File: config.mk
export PLATFORM = sky130hd
export DESIGN_NAME = mem_burst_arbiter_flat
export DESIGN_NICKNAME = d
export VERILOG_FILES = /design/src/rtl/mem_burst_arbiter_if.sv /design/src/rtl/mem_burst_arbiter.sv /design/src/flat_wrapper.sv
export SDC_FILE = /design/constraint.sdc
export NUM_CORES = 1
export LEC_CHECK = 0
export ABC_AREA = 1
export BUFFER_PORTS_ARGS = -buffer_cell sky130_fd_sc_hd__clkbuf_2
export CAP_MARGIN = 20
export CORE_ASPECT_RATIO = 0.8
export CORE_MARGIN = 1
export CORE_UTILIZATION = 47
export CTS_CLUSTER_DIAMETER = 80
export DETAILED_ROUTE_END_ITERATION = 10
export PLACE_DENSITY = 0.94
export SLEW_MARGIN = 10
export SYNTH_ARGS = -nofsm -noshare
export SYNTH_HDL_FRONTEND = slang
export SYNTH_SLANG_ARGS = --single-unit
export TNS_END_PERCENT = 50
File: constraint.sdc
create_clock -name clk -period 6.3 [get_ports clk]
set_clock_uncertainty 0.05 [all_clocks]
set_input_delay 1.26 -clock clk [delete_from_list [all_inputs] [get_ports clk]]
set_output_delay 1.26 -clock clk [all_outputs]
set_load 0.05 [all_outputs]
File: src/rtl/mem_burst_arbiter_if.sv
// Requester, memory-port and status signals shared between the burst arbiter
// and its environment; slave is the arbiter side, master is everything else.
interface mem_burst_arbiter_if #(
  parameter int N     = 8,
  parameter int B     = 8,
  parameter int LEN_W = 4
);
  logic             req0, req1;
  logic             we0, we1;
  logic [N-1:0]     addr0, addr1;
  logic [LEN_W-1:0] len0, len1;
  logic [4*B-1:0]   wdata0, wdata1;
  logic             gnt0, gnt1;
  logic             beat0, beat1;
  logic             last0, last1;
  logic             rvalid0, rvalid1;
  logic [4*B-1:0]   rdata0, rdata1;
  logic [N-1:0]     m_r_addr;
  logic [4*B-1:0]   m_r_data;
  logic [N-1:0]     m_w_addr;
  logic [4*B-1:0]   m_w_data;
  logic             m_write_en;
  logic             busy;

  modport slave (
    input  req0, req1, we0, we1, addr0, addr1, len0, len1, wdata0, wdata1,
    input  m_r_data,
    output gnt0, gnt1, beat0, beat1, last0, last1,
    output rvalid0, rvalid1, rdata0, rdata1,
    output m_r_addr, m_w_addr, m_w_data, m_write_en, busy
  );

  modport master (
    output req0, req1, we0, we1, addr0, addr1, len0, len1, wdata0, wdata1,
    output m_r_data,
    input  gnt0, gnt1, beat0, beat1, last0, last1,
    input  rvalid0, rvalid1, rdata0, rdata1,
    input  m_r_addr, m_w_addr, m_w_data, m_write_en, busy
  );
endinterface

File: src/rtl/mem_burst_arbiter.sv
// Round-robin two-requester arbiter that sequences word bursts onto the data
// memory write port and second read port, one beat per cycle.
module mem_burst_arbiter #(
  parameter int N     = 8,
  parameter int B     = 8,
  parameter int LEN_W = 4
) (
  input  logic                clk,
  input  logic                rst,
  mem_burst_arbiter_if.slave  bus
);

  typedef enum logic {IDLE, BURST} state_t;

  state_t           state, state_next;
  logic             owner;
  logic             op_we;
  logic             rr_last;
  logic [N-1:0]     cur_addr;
  logic [LEN_W-1:0] remaining;
  logic [4*B-1:0]   rdata0_q, rdata1_q;
  logic             rvalid0_q, rvalid1_q;

  logic             accept;
  logic             winner;
  logic             beat;
  logic             last;

  // Arbitration in IDLE and beat qualification in BURST; under contention the
  // requester that did not win last time is chosen.
  always_comb begin
    state_next = state;
    accept     = 1'b0;
    winner     = 1'b0;
    beat       = 1'b0;
    last       = 1'b0;
    case (state)
      IDLE: begin
        if (bus.req0 || bus.req1) begin
          accept     = 1'b1;
          winner     = (bus.req0 && bus.req1) ? ~rr_last : bus.req1;
          state_next = BURST;
        end
      end
      BURST: begin
        beat = 1'b1;
        last = (remaining == '0);
        if (last) state_next = IDLE;
      end
    endcase
  end

  always_ff @(posedge clk or posedge rst) begin
    if (rst) begin
      state     <= IDLE;
      owner     <= 1'b0;
      op_we     <= 1'b0;
      cur_addr  <= '0;
      remaining <= '0;
      rr_last   <= 1'b1;
      rdata0_q  <= '0;
      rdata1_q  <= '0;
      rvalid0_q <= 1'b0;
      rvalid1_q <= 1'b0;
    end else begin
      state     <= state_next;
      rvalid0_q <= beat && !op_we && !owner;
      rvalid1_q <= beat && !op_we && owner;
      if (beat && !op_we) begin
        if (owner) rdata1_q <= bus.m_r_data;
        else       rdata0_q <= bus.m_r_data;
      end
      if (accept) begin
        owner     <= winner;
        op_we     <= winner ? bus.we1   : bus.we0;
        cur_addr  <= winner ? bus.addr1 : bus.addr0;
        remaining <= winner ? bus.len1  : bus.len0;
      end else if (beat) begin
        // Byte address wraps naturally at 2^N.
        cur_addr  <= cur_addr + N'(4);
        remaining <= remaining - LEN_W'(1);
        if (last) rr_last <= owner;
      end
    end
  end

  assign bus.gnt0       = accept & ~winner;
  assign bus.gnt1       = accept & winner;
  assign bus.beat0      = beat & ~owner;
  assign bus.beat1      = beat & owner;
  assign bus.last0      = last & ~owner;
  assign bus.last1      = last & owner;
  assign bus.busy       = (state == BURST);
  assign bus.m_write_en = beat & op_we;
  assign bus.m_w_addr   = cur_addr;
  assign bus.m_r_addr   = cur_addr;
  assign bus.m_w_data   = (beat && op_we) ? (owner ? bus.wdata1 : bus.wdata0) : '0;
  assign bus.rvalid0    = rvalid0_q;
  assign bus.rvalid1    = rvalid1_q;
  assign bus.rdata0     = rdata0_q;
  assign bus.rdata1     = rdata1_q;

endmodule

File: src/flat_wrapper.sv
// flat-port wrapper written by rule: the top's interface ports become plain ports
module mem_burst_arbiter_flat 
#(
  parameter int N     = 8,
  parameter int B     = 8,
  parameter int LEN_W = 4
)
  (clk, rst, bus_req0, bus_req1, bus_we0, bus_we1, bus_addr0, bus_addr1, bus_len0, bus_len1, bus_wdata0, bus_wdata1, bus_m_r_data, bus_gnt0, bus_gnt1, bus_beat0, bus_beat1, bus_last0, bus_last1, bus_rvalid0, bus_rvalid1, bus_rdata0, bus_rdata1, bus_m_r_addr, bus_m_w_addr, bus_m_w_data, bus_m_write_en, bus_busy);
  mem_burst_arbiter_if #(.N(N), .B(B), .LEN_W(LEN_W)) bus_i ();
  input  logic clk;
  input  logic rst;
  input wire logic [$bits(bus_i.req0)-1:0] bus_req0;
  input wire logic [$bits(bus_i.req1)-1:0] bus_req1;
  input wire logic [$bits(bus_i.we0)-1:0] bus_we0;
  input wire logic [$bits(bus_i.we1)-1:0] bus_we1;
  input wire logic [$bits(bus_i.addr0)-1:0] bus_addr0;
  input wire logic [$bits(bus_i.addr1)-1:0] bus_addr1;
  input wire logic [$bits(bus_i.len0)-1:0] bus_len0;
  input wire logic [$bits(bus_i.len1)-1:0] bus_len1;
  input wire logic [$bits(bus_i.wdata0)-1:0] bus_wdata0;
  input wire logic [$bits(bus_i.wdata1)-1:0] bus_wdata1;
  input wire logic [$bits(bus_i.m_r_data)-1:0] bus_m_r_data;
  output wire logic [$bits(bus_i.gnt0)-1:0] bus_gnt0;
  output wire logic [$bits(bus_i.gnt1)-1:0] bus_gnt1;
  output wire logic [$bits(bus_i.beat0)-1:0] bus_beat0;
  output wire logic [$bits(bus_i.beat1)-1:0] bus_beat1;
  output wire logic [$bits(bus_i.last0)-1:0] bus_last0;
  output wire logic [$bits(bus_i.last1)-1:0] bus_last1;
  output wire logic [$bits(bus_i.rvalid0)-1:0] bus_rvalid0;
  output wire logic [$bits(bus_i.rvalid1)-1:0] bus_rvalid1;
  output wire logic [$bits(bus_i.rdata0)-1:0] bus_rdata0;
  output wire logic [$bits(bus_i.rdata1)-1:0] bus_rdata1;
  output wire logic [$bits(bus_i.m_r_addr)-1:0] bus_m_r_addr;
  output wire logic [$bits(bus_i.m_w_addr)-1:0] bus_m_w_addr;
  output wire logic [$bits(bus_i.m_w_data)-1:0] bus_m_w_data;
  output wire logic [$bits(bus_i.m_write_en)-1:0] bus_m_write_en;
  output wire logic [$bits(bus_i.busy)-1:0] bus_busy;
  assign bus_i.req0 = bus_req0;
  assign bus_i.req1 = bus_req1;
  assign bus_i.we0 = bus_we0;
  assign bus_i.we1 = bus_we1;
  assign bus_i.addr0 = bus_addr0;
  assign bus_i.addr1 = bus_addr1;
  assign bus_i.len0 = bus_len0;
  assign bus_i.len1 = bus_len1;
  assign bus_i.wdata0 = bus_wdata0;
  assign bus_i.wdata1 = bus_wdata1;
  assign bus_i.m_r_data = bus_m_r_data;
  assign bus_gnt0 = bus_i.gnt0;
  assign bus_gnt1 = bus_i.gnt1;
  assign bus_beat0 = bus_i.beat0;
  assign bus_beat1 = bus_i.beat1;
  assign bus_last0 = bus_i.last0;
  assign bus_last1 = bus_i.last1;
  assign bus_rvalid0 = bus_i.rvalid0;
  assign bus_rvalid1 = bus_i.rvalid1;
  assign bus_rdata0 = bus_i.rdata0;
  assign bus_rdata1 = bus_i.rdata1;
  assign bus_m_r_addr = bus_i.m_r_addr;
  assign bus_m_w_addr = bus_i.m_w_addr;
  assign bus_m_w_data = bus_i.m_w_data;
  assign bus_m_write_en = bus_i.m_write_en;
  assign bus_busy = bus_i.busy;
  mem_burst_arbiter #(.N(N), .B(B), .LEN_W(LEN_W)) u_core (.clk(clk), .rst(rst), .bus(bus_i));
endmodule
# Yosys cells after proc, flatten, opt, wreduce, memory -nomap -nowiden
# Index checks and enable logic that the tools add are counted.
[totals]
wordCells = 55
output_inout_bits = 122
register_bits = 82
input_bits = 126
[classes]
reduce_logical = 13
bitwise = 12
mux = 18
n_addsub = 2
[ops]
columns = ["operator", "count"]
rows = [
  ["$mux W32", 2],
  ["$mux W8", 3],
  ["$mux W4", 3],
  ["$mux W1", 9],
  ["$add A8 B3 Y8 const B", 1],
  ["$and A1 B1 Y1", 7],
  ["$logic_and A1 B1 Y1", 5],
  ["$not A1 Y1", 5],
  ["$logic_not A4 Y1", 1],
  ["$reduce_and A2 Y1", 2],
  ["$sub A4 B1 Y4 const B", 1],
  ["$reduce_and A3 Y1", 1],
  ["$logic_not A1 Y1", 2],
  ["$pmux W1 S2", 1],
  ["$reduce_bool A2 Y1", 1],
  ["$logic_or A1 B1 Y1", 1],
]

# Depth between registers and ports, before layout
# Gate-level depths: netlist of run 1.
[depth]
ltp_word = 6
depth_mapped = 7
ltp_nobuf = 7

# Worst setup path after synthesis of run 1
# Ideal clock, no wire load.
[synth_path]
path_kind = "input to output"
start = "input bus_req0"
end = "output bus_gnt0"
stages = 4
path_buffers = 0
t_arrival_ps = 2313
t_required_ps = 4990
slack_ps = 2677
cell_sequence = "nand2_1 -> nand3_2 -> inv_2 -> nor2_1"
[synth_between]
elab_chain_len = 6
word_cells_on_any_way = 9
cone_classes = "5 x mux; 2 x bitwise; 2 x reduce/logical"
[synth_lines]
columns = ["element", "line", "text"]
rows = [
  ["start: declaration", "flat_wrapper.sv:12", "input wire logic [$bits(bus_i.req0)-1:0] bus_req0;"],
  ["$logic_and A1 B1 Y1", "mem_burst_arbiter.sv:41", "winner = (bus.req0 && bus.req1) ? ~rr_last : bus.req1;"],
  ["$mux W1", "mem_burst_arbiter.sv:41", ""],
  ["$mux W1", "mem_burst_arbiter.sv:39", "if (bus.req0 || bus.req1) begin"],
  ["$mux W1", "mem_burst_arbiter.sv:37", "case (state)"],
  ["$not A1 Y1", "mem_burst_arbiter.sv:87", "assign bus.gnt0 = accept & ~winner;"],
  ["$and A1 B1 Y1 *", "mem_burst_arbiter.sv:87", ""],
  ["end: declaration", "flat_wrapper.sv:23", "output wire logic [$bits(bus_i.gnt0)-1:0] bus_gnt0;"],
]
# Every way passes the cells marked *; elsewhere a longest branch is shown, timed or not.

# Final worst setup path of run 1
[layout_path]
start = "input bus_req0"
end = "output bus_gnt1"
[layout_between]
elab_chain_len = 5
word_cells_on_any_way = 8
cone_classes = "5 x mux; 1 x bitwise; 2 x reduce/logical"
[layout_lines]
columns = ["element", "line", "text"]
rows = [
  ["$logic_and A1 B1 Y1", "mem_burst_arbiter.sv:41", ""],
  ["$mux W1", "mem_burst_arbiter.sv:41", ""],
  ["$mux W1", "mem_burst_arbiter.sv:39", ""],
  ["$mux W1", "mem_burst_arbiter.sv:37", ""],
  ["$and A1 B1 Y1 *", "mem_burst_arbiter.sv:88", "assign bus.gnt1 = accept & winner;"],
  ["end: declaration", "flat_wrapper.sv:24", "output wire logic [$bits(bus_i.gnt1)-1:0] bus_gnt1;"],
]
# Marks and branches as above.

==> key figures, run 1 <==
STA
  • Setup_tns: 0 ns
  • RSZ-0062 raised after global routing: no
  • Max Freq: 272 MHz
  • Setup violations, final: 0
  • Final min period: 3.67 ns
  • Final Cycle Share: 0.583
  • Slew margin rel.: 0.300
  • Slew @ Worst Pin: 1.05 ns
  • Max-slew violations: 0
  • WHS: 0.419 ns
  • Endpoints failing hold: 0

Floorplanning
  • Die width: 107 um
  • Die area: 9140 um^2
  • Core Rows: 30
  • I/O pins: 248
  • Core footprint: 8480 um^2
  • Chip Height: 85.7 um
  • Initial Util: 0.485

Routing
  • Vias per cell: 4.77
  • Drt total wl: 10,800 um
  • Remaining DRCs: 0
  • Routed len/inst: 12.6 um
  • Vias: 4,063
  • Routed Antenna Nets: 0
  • Drt initial violations: 287
  • Drt first pass iters: 5

Final layout
  • Diode count: 0
  • Fraction of layout cells with a size suffix above 1: 0.405
  • Fin nets: 864
  • Area growth, synth to finish: 33.3%

Clock network
  • Hold-fix buffers, CTS: 0
  • Clock sinks: 82
  • Worst-path clk slew: 0.08 ns
  • Clk_lat worst skew: 0.34 ns
  • CTS Buf Count: 9
  • Post-CTS Setup Bufs: 0
  • Clk buf depth: 2
  • CTS root buf: clkbuf_8
  • H-tree levels: 3
  • CTS tree: built
  • Post-cts gate resize count: 0

Critical path
  • R2R depth: 2
  • Worst R2R Start: u_core.owner
  • Setup crit end kind: output port
  • Maximum fanout along the worst path: 14
  • End of the critical path: bus_gnt1
  • Required @ worst endpoint: 4.99 ns
  • Slowest-stage cell, CP: clkbuf_2
  • Flop-to-flop setup slack: 4.41 ns
  • CP max stage delay: 0.31 ns
  • Reg2Reg Capture Point: u_core.rr_last
  • Setup crit start kind: input port
  • Cell mode on critical path: clkbuf_2
  • Critical path origin: bus_req0
  • Arr. time, crit path: 2.36 ns
  • Kind of critical path: in2out
  • CP Cell Sequence: clkbuf_2, nand2_1, nand3_2, inv_2, clkbuf_2

Global route
  • Number of global-route vias before repair: 3,609
  • Overall Global Routing Usage: 0.239
  • First-pass GRT wire length: 17,100 um
  • Overflow after GRT: 0
  • Largest net degree at the start of global routing: 67
  • Initial antenna violation count: 0

Worst hold path
  • Hold Crit Class: reg2reg
  • WHS Path Cells: 1

Outcome
  • Status: finished clean

Logic synthesis
  • Fraction of registers with async set/reset: 1.00
  • Sequential fraction of the synthesis area: 0.499
  • Top_reg_cell synth: dfrtp_1
  • Area share of the largest cell type after synthesis: 0.493
  • EDFF count, synth: 0
  • Synth Cell Area: 4120 um^2
  • Synth Area per Inst: 8.08 um^2
  • Most instantiated cells after synthesis: 166 x nand2_1, 81 x dfrtp_1, 57 x inv_1
  • Synth area leaders: dfrtp_1 49%, nand2_1 15%, inv_1 5.2%
  • Yosys reg bits: 82
  • Yosys top cell by area: dfrtp_1
  • YS warnings: 0
  • Syn_nets: 638
  • Syn Inst Count: 509
  • Count of different cell masters after synthesis: 28
  • Most common cell in the netlist: nand2_1

Placement
  • Estimated wirelength of the detail-placed design: 8210 um
  • # port buffers: 247
  • RD Place Congestion: 0.855

Run
  • Max-Cap Viols: 0
-- registers in the layout, summed over array words and instances, names as in the netlist --
name,cells
u_core.op_we,1
u_core.bus.m_r_addr,8
u_core.remaining,4
u_core.owner,1
u_core.bus.rvalid0,1
u_core.bus.rdata1,32
u_core.bus.rdata0,32
u_core.bus.busy,1
u_core.bus.rvalid1,1
u_core.rr_last,1
-- kinds of logic (layout without fill, tap and decap cells) --
family | after synthesis | after routing | synth area share
AOI/OAI and AO/OA | 125 | 125 | 0.179
adders and majority gates | 3 | 3 | 0.00912
DFF | 82 | 82 | 0.499
buffers and inverters | 96 | 326 | 0.115
xor gates and xnor gates | 1 | 1 | 0.00213
and+or+nand+nor | 202 | 202 | 0.196
-- critical path, delay by kind of cell --
family | cells | cell delay [ns]
buffers and inverters | 3 | 0.66
and+or+nand+nor | 2 | 0.43
-- routing by layer --
layer | GRT usage | vias to the layer above | wire, um
li1 | - | 2060 | -
met1 | 0.314 | 1814 | 4500
met2 | 0.392 | 183 | 5330
met3 | 0.0752 | 6 | 868
met4 | 0.0461 | 0 | 55
met5 | 0 | - | 0
-- stage by stage --
step                      utilization  std cells  cell area, um^2  setup slack [ns]
after floorplan                     -        509             4120              2.68
after global placement          0.621        835             5270              2.30
after detailed placement        0.621        835             5270              2.19
after CTS                       0.643        850             5460              1.81
after global routing            0.647        851             5490              2.45
final                           0.647        851             5490              2.63
-- worst min path at each step --
| stage | endpoint | slack [ns] | start |
|---|---|---|---|
| after floorplan | u_core.bus.rvalid1 | 0.40 | u_core.op_we |
| after global placement | u_core.bus.rdata0[23] | 0.41 | u_core.bus.rdata0[23] |
| after detailed placement | u_core.bus.rvalid1 | 0.41 | u_core.op_we |
| after CTS | u_core.bus.rvalid1 | 0.42 | u_core.op_we |
| after global routing | u_core.bus.rvalid1 | 0.46 | u_core.op_we |
| final | u_core.bus.rvalid1 | 0.42 | u_core.op_we |
-- final cells by class --
class	instances	area, um^2
clock inverters	6	66.3
multi-input cells	331	1590
fillers	740	3000
flip-flops and latches	82	2050
well taps	112	140
repair buffers	250	1280
clock buffers	9	124
inverters	61	233
-- cells in the final DEF (no fill, tap or decap), drive strengths merged --
master / Yosys / final
a21oi: 35 / 35
buf: 25 / 3
bufinv: 0 / 1
clkbuf: 10 / 256
clkinv: 1 / 6
dfrtp: 81 / 81
dfstp: 1 / 1
ha: 3 / 3
inv: 60 / 60
nand2: 168 / 168
nand3: 13 / 13
nand4: 5 / 5
nor2: 15 / 15
nor3: 1 / 1
o211ai: 4 / 4
o21ai: 81 / 81
o21bai: 3 / 3
o22ai: 2 / 2
xnor2: 1 / 1
Power of run 1 is not shown: default switching activity piles up to over one toggle a cycle in this logic, so the estimate is an artifact.
==> run 2: changes to the inputs <==
ABC_AREA = 0   (was 1)
CORE_UTILIZATION = 43   (was 47)
PLACE_DENSITY = 0.88   (was 0.94)
clock period = 3.6 ns   (was 6.3 ns; I/O delays follow)
==> run 2 against run 1 <==
Utilization shrank 3.2 points. Sequential share of layout area fell by 0.44 points. Worst hold slack lost 0.21 ns. Register-to-register slack got worse by 3.3 ns. Synthesized cell count fell by 21%. Critical path type is now reg2out. Critical endpoint is now bus_m_w_data[16].
==> key figures, run 2 <==
Clock network
  • Worst-path clk slew: 0.07 ns (about the same)
  • CTS root buf: clkbuf_16
  • Post-CTS Setup Bufs: 0 (unchanged)
  • CTS Buf Count: 9 (unchanged)
  • CTS tree: built
  • Post-cts gate resize count: 0 (unchanged)
  • Hold-fix buffers, CTS: 0 (unchanged)
  • Clk buf depth: 2 (unchanged)
  • Clk_lat worst skew: 0.33 ns (about the same)
  • Clock sinks: 82 (unchanged)
  • H-tree levels: 3 (unchanged)

Final layout
  • Fin nets: 766 (-11%)
  • Util after Layout: 0.615 (-0.0320)
  • Commonest non-fill, non-tap cell in the layout: clkbuf_2
  • Fraction of layout cells with a size suffix above 1: 0.481 (+0.0767)
  • Area growth, synth to finish: 38.9%
  • Diode count: 0 (unchanged)
  • Most frequent cells in the layout: 247 x clkbuf_2, 107 x nand2_1, 80 x dfrtp_1

Floorplanning
  • Core footprint: 9040 um^2 (+6.5%)
  • I/O pins: 248 (unchanged)
  • Chip Height: 88.2 um (+3.0%)
  • Initial Util: 0.442 (-0.0428)
  • Die area: 9690 um^2 (+6.0%)
  • Core Rows: 31 (+3.3%)
  • Die width: 110 um (+3.0%)

STA
  • WHS: 0.211 ns (-0.208 ns)
  • Setup_tns: 0 ns (unchanged)
  • RSZ-0062 raised after global routing: no
  • Max Freq: 343 MHz
  • Slew @ Worst Pin: 1.01 ns (-0.0386 ns)
  • Final min period: 2.91 ns
  • Slew margin rel.: 0.326 (+0.0267)
  • Max-slew violations: 0 (unchanged)
  • Final worst setup slack: 0.688 ns (-1.94 ns)
  • Final Cycle Share: 0.809
  • Setup violations, final: 0 (unchanged)
  • Endpoints failing hold: 0 (unchanged)

Placement
  • Place WS: 1.04 ns (-1.15 ns)
  • # port buffers: 247 (unchanged)
  • Estimated wirelength of the detail-placed design: 9360 um (+14%)
  • RD Place Congestion: 0.944 (+10%)

Routing
  • Vias: 3,831 (-5.7%)
  • Remaining DRCs: 0 (unchanged)
  • Drt initial violations: 277 (-3.5%)
  • Vias per cell: 5.06 (+6.0%)
  • Drt total wl: 11,900 um (+11%)
  • Routed len/inst: 15.7 um (+24%)
  • Drt first pass iters: 4 (-1)
  • Routed Antenna Nets: 0 (unchanged)

Critical path
  • CP max stage delay: 0.92 ns (+0.61 ns)
  • Setup crit start kind: flip-flop
  • Required @ worst endpoint: 2.83 ns (-2.16 ns)
  • Setup crit end kind: output port
  • Kind of critical path: reg2out
  • Slowest-stage cell, CP: dfrtp_2
  • Arr. time, crit path: 2.14 ns (-0.22 ns)
  • Maximum fanout along the worst path: 33 (+19)
  • CP Cell Sequence: buf_4, mux2i_1, nor2_1, clkbuf_2
  • Bufs and invs on worst path: 2 (-1)
  • Family with the most delay on the worst path: flip-flops

Logic synthesis
  • Synth area leaders: dfrtp_1 51%, nand2_1 10%, mux2i_1 8.5%
  • XOR/XNOR share of the synthesized area: 0.00219 (+0.0000626)
  • Top_reg_cell synth: dfrtp_1
  • Synth Area in Compound Gates: 0.0679 (-0.111)
  • Area share of the largest cell type after synthesis: 0.507 (+0.0145)
  • YS warnings: 0 (unchanged)
  • Sequential fraction of the synthesis area: 0.514 (+0.0147)
  • EDFF count, synth: 0 (unchanged)
  • Most common cell in the netlist: nand2_1
  • Yosys top cell by area: dfrtp_1
  • Adder and majority cell fraction of the synthesized area: 0.00939 (+0.000268)
  • Largest family of logic cells by synthesized area: multiplexers
  • Syn_nets: 529 (-17%)
  • Fraction of registers with async set/reset: 1.00 (unchanged)
  • Synth Area per Inst: 9.99 um^2 (+24%)
  • Mux contribution to synthesized area: 0.178 (+0.178)
  • Count of different cell masters after synthesis: 45 (+61%)
  • Synth Cell Area: 4000 um^2 (-2.9%)
  • Syn Inst Count: 400 (-21%)
  • Yosys reg bits: 82 (unchanged)
  • Simple logic cell fraction of the synthesized area: 0.174 (-0.0227)
  • Most instantiated cells after synthesis: 107 x nand2_1, 81 x dfrtp_1, 41 x nor2_1

Global route
  • M3 GR Usage: 0.0692 (-0.00601)
  • Initial antenna violation count: 0 (unchanged)
  • First-pass GRT wire length: 17,500 um (+2.1%)
  • GRT busiest layer: met2
  • Met1 global-route usage: 0.295 (-0.0185)
  • Number of global-route vias before repair: 3,616 (+0.19%)
  • Overflow after GRT: 0 (unchanged)
  • Overall Global Routing Usage: 0.239 (about the same)
  • GRT met2 Usage: 0.403 (+0.0110)
  • Largest net degree at the start of global routing: 57 (-15%)

Outcome
  • Status: finished clean

Worst hold path
  • Hold Crit Class: in2async

Run
  • Max-Cap Viols: 0 (unchanged)
-- run 2: cell count changes after synthesis, sizes merged, moves of 5 or more --
cell and change:
a21oi -28, buf -5, inv -50, mux2 +33, mux2i +34, nand2 -61, nand3 -11, nor2 +26
nor3 +6, o21ai -71
-- run 2: final timing paths --
path / start / cells past startpoint / slack, ns / endpoint
setup reg to reg: u_core.owner / 5 / 1.12 / u_core.bus.rdata1[11]
setup / recovery: u_core.owner / 4 / 0.69 / bus_m_w_data[16]
max in group asynchronous: rst / 4 / 2.41 / u_core.bus.rdata0[24]
hold / removal: rst / 2 / 0.21 / u_core.bus.rdata0[3]
hold reg to reg: u_core.bus.rdata1[26] / 2 / 0.43 / u_core.bus.rdata1[26]
min in group clk: u_core.bus.rdata1[26] / 2 / 0.43 / u_core.bus.rdata1[26]
-- run 2: layout make-up --
| type | instances | area, um^2 |
|---|---|---|
| repair buffers | 254 | 1310 |
| clock inverters | 7 | 58.8 |
| multi-input cells | 280 | 1720 |
| flip-flops and latches | 82 | 2050 |
| clock buffers | 9 | 225 |
| well taps | 115 | 144 |
| fillers | 748 | 3480 |
| inverters | 10 | 38.8 |
-- run 2: worst register-to-register path, stage by stage (launching register included) --
cell	delay, ns
dfrtp_2	0.92
nand3b_1	0.13
buf_4	0.27
inv_1	0.78
nand2_1	0.17
nand2_1	0.10
-- run 2: cells by family (layout without fill, tap and decap cells) --
family,after synthesis,in the layout
compound gates,40,40
mux,67,67
flops,82,82
simple gates,169,169
fa+ha+maj,3,3
xor+xnor,1,1
buf+inv,38,280
-- run 2: metrics by stage --
stage | cell area [um^2] | instances
2_1_floorplan | 4000 | 400
3_3_place_gp | 5240 | 740
3_5_place_dp | 5240 | 740
4_1_cts | 5530 | 756
5_1_grt | 5550 | 757
6_report | 5550 | 757
-- run 2: metal layers --
layer  routed length, um  vias up
li1                    -     1807
met1                4810     1823
met2                6110      185
met3                 803       16
met4                 153        0
met5                   0        -
Power of run 2 is left out for the same reason.
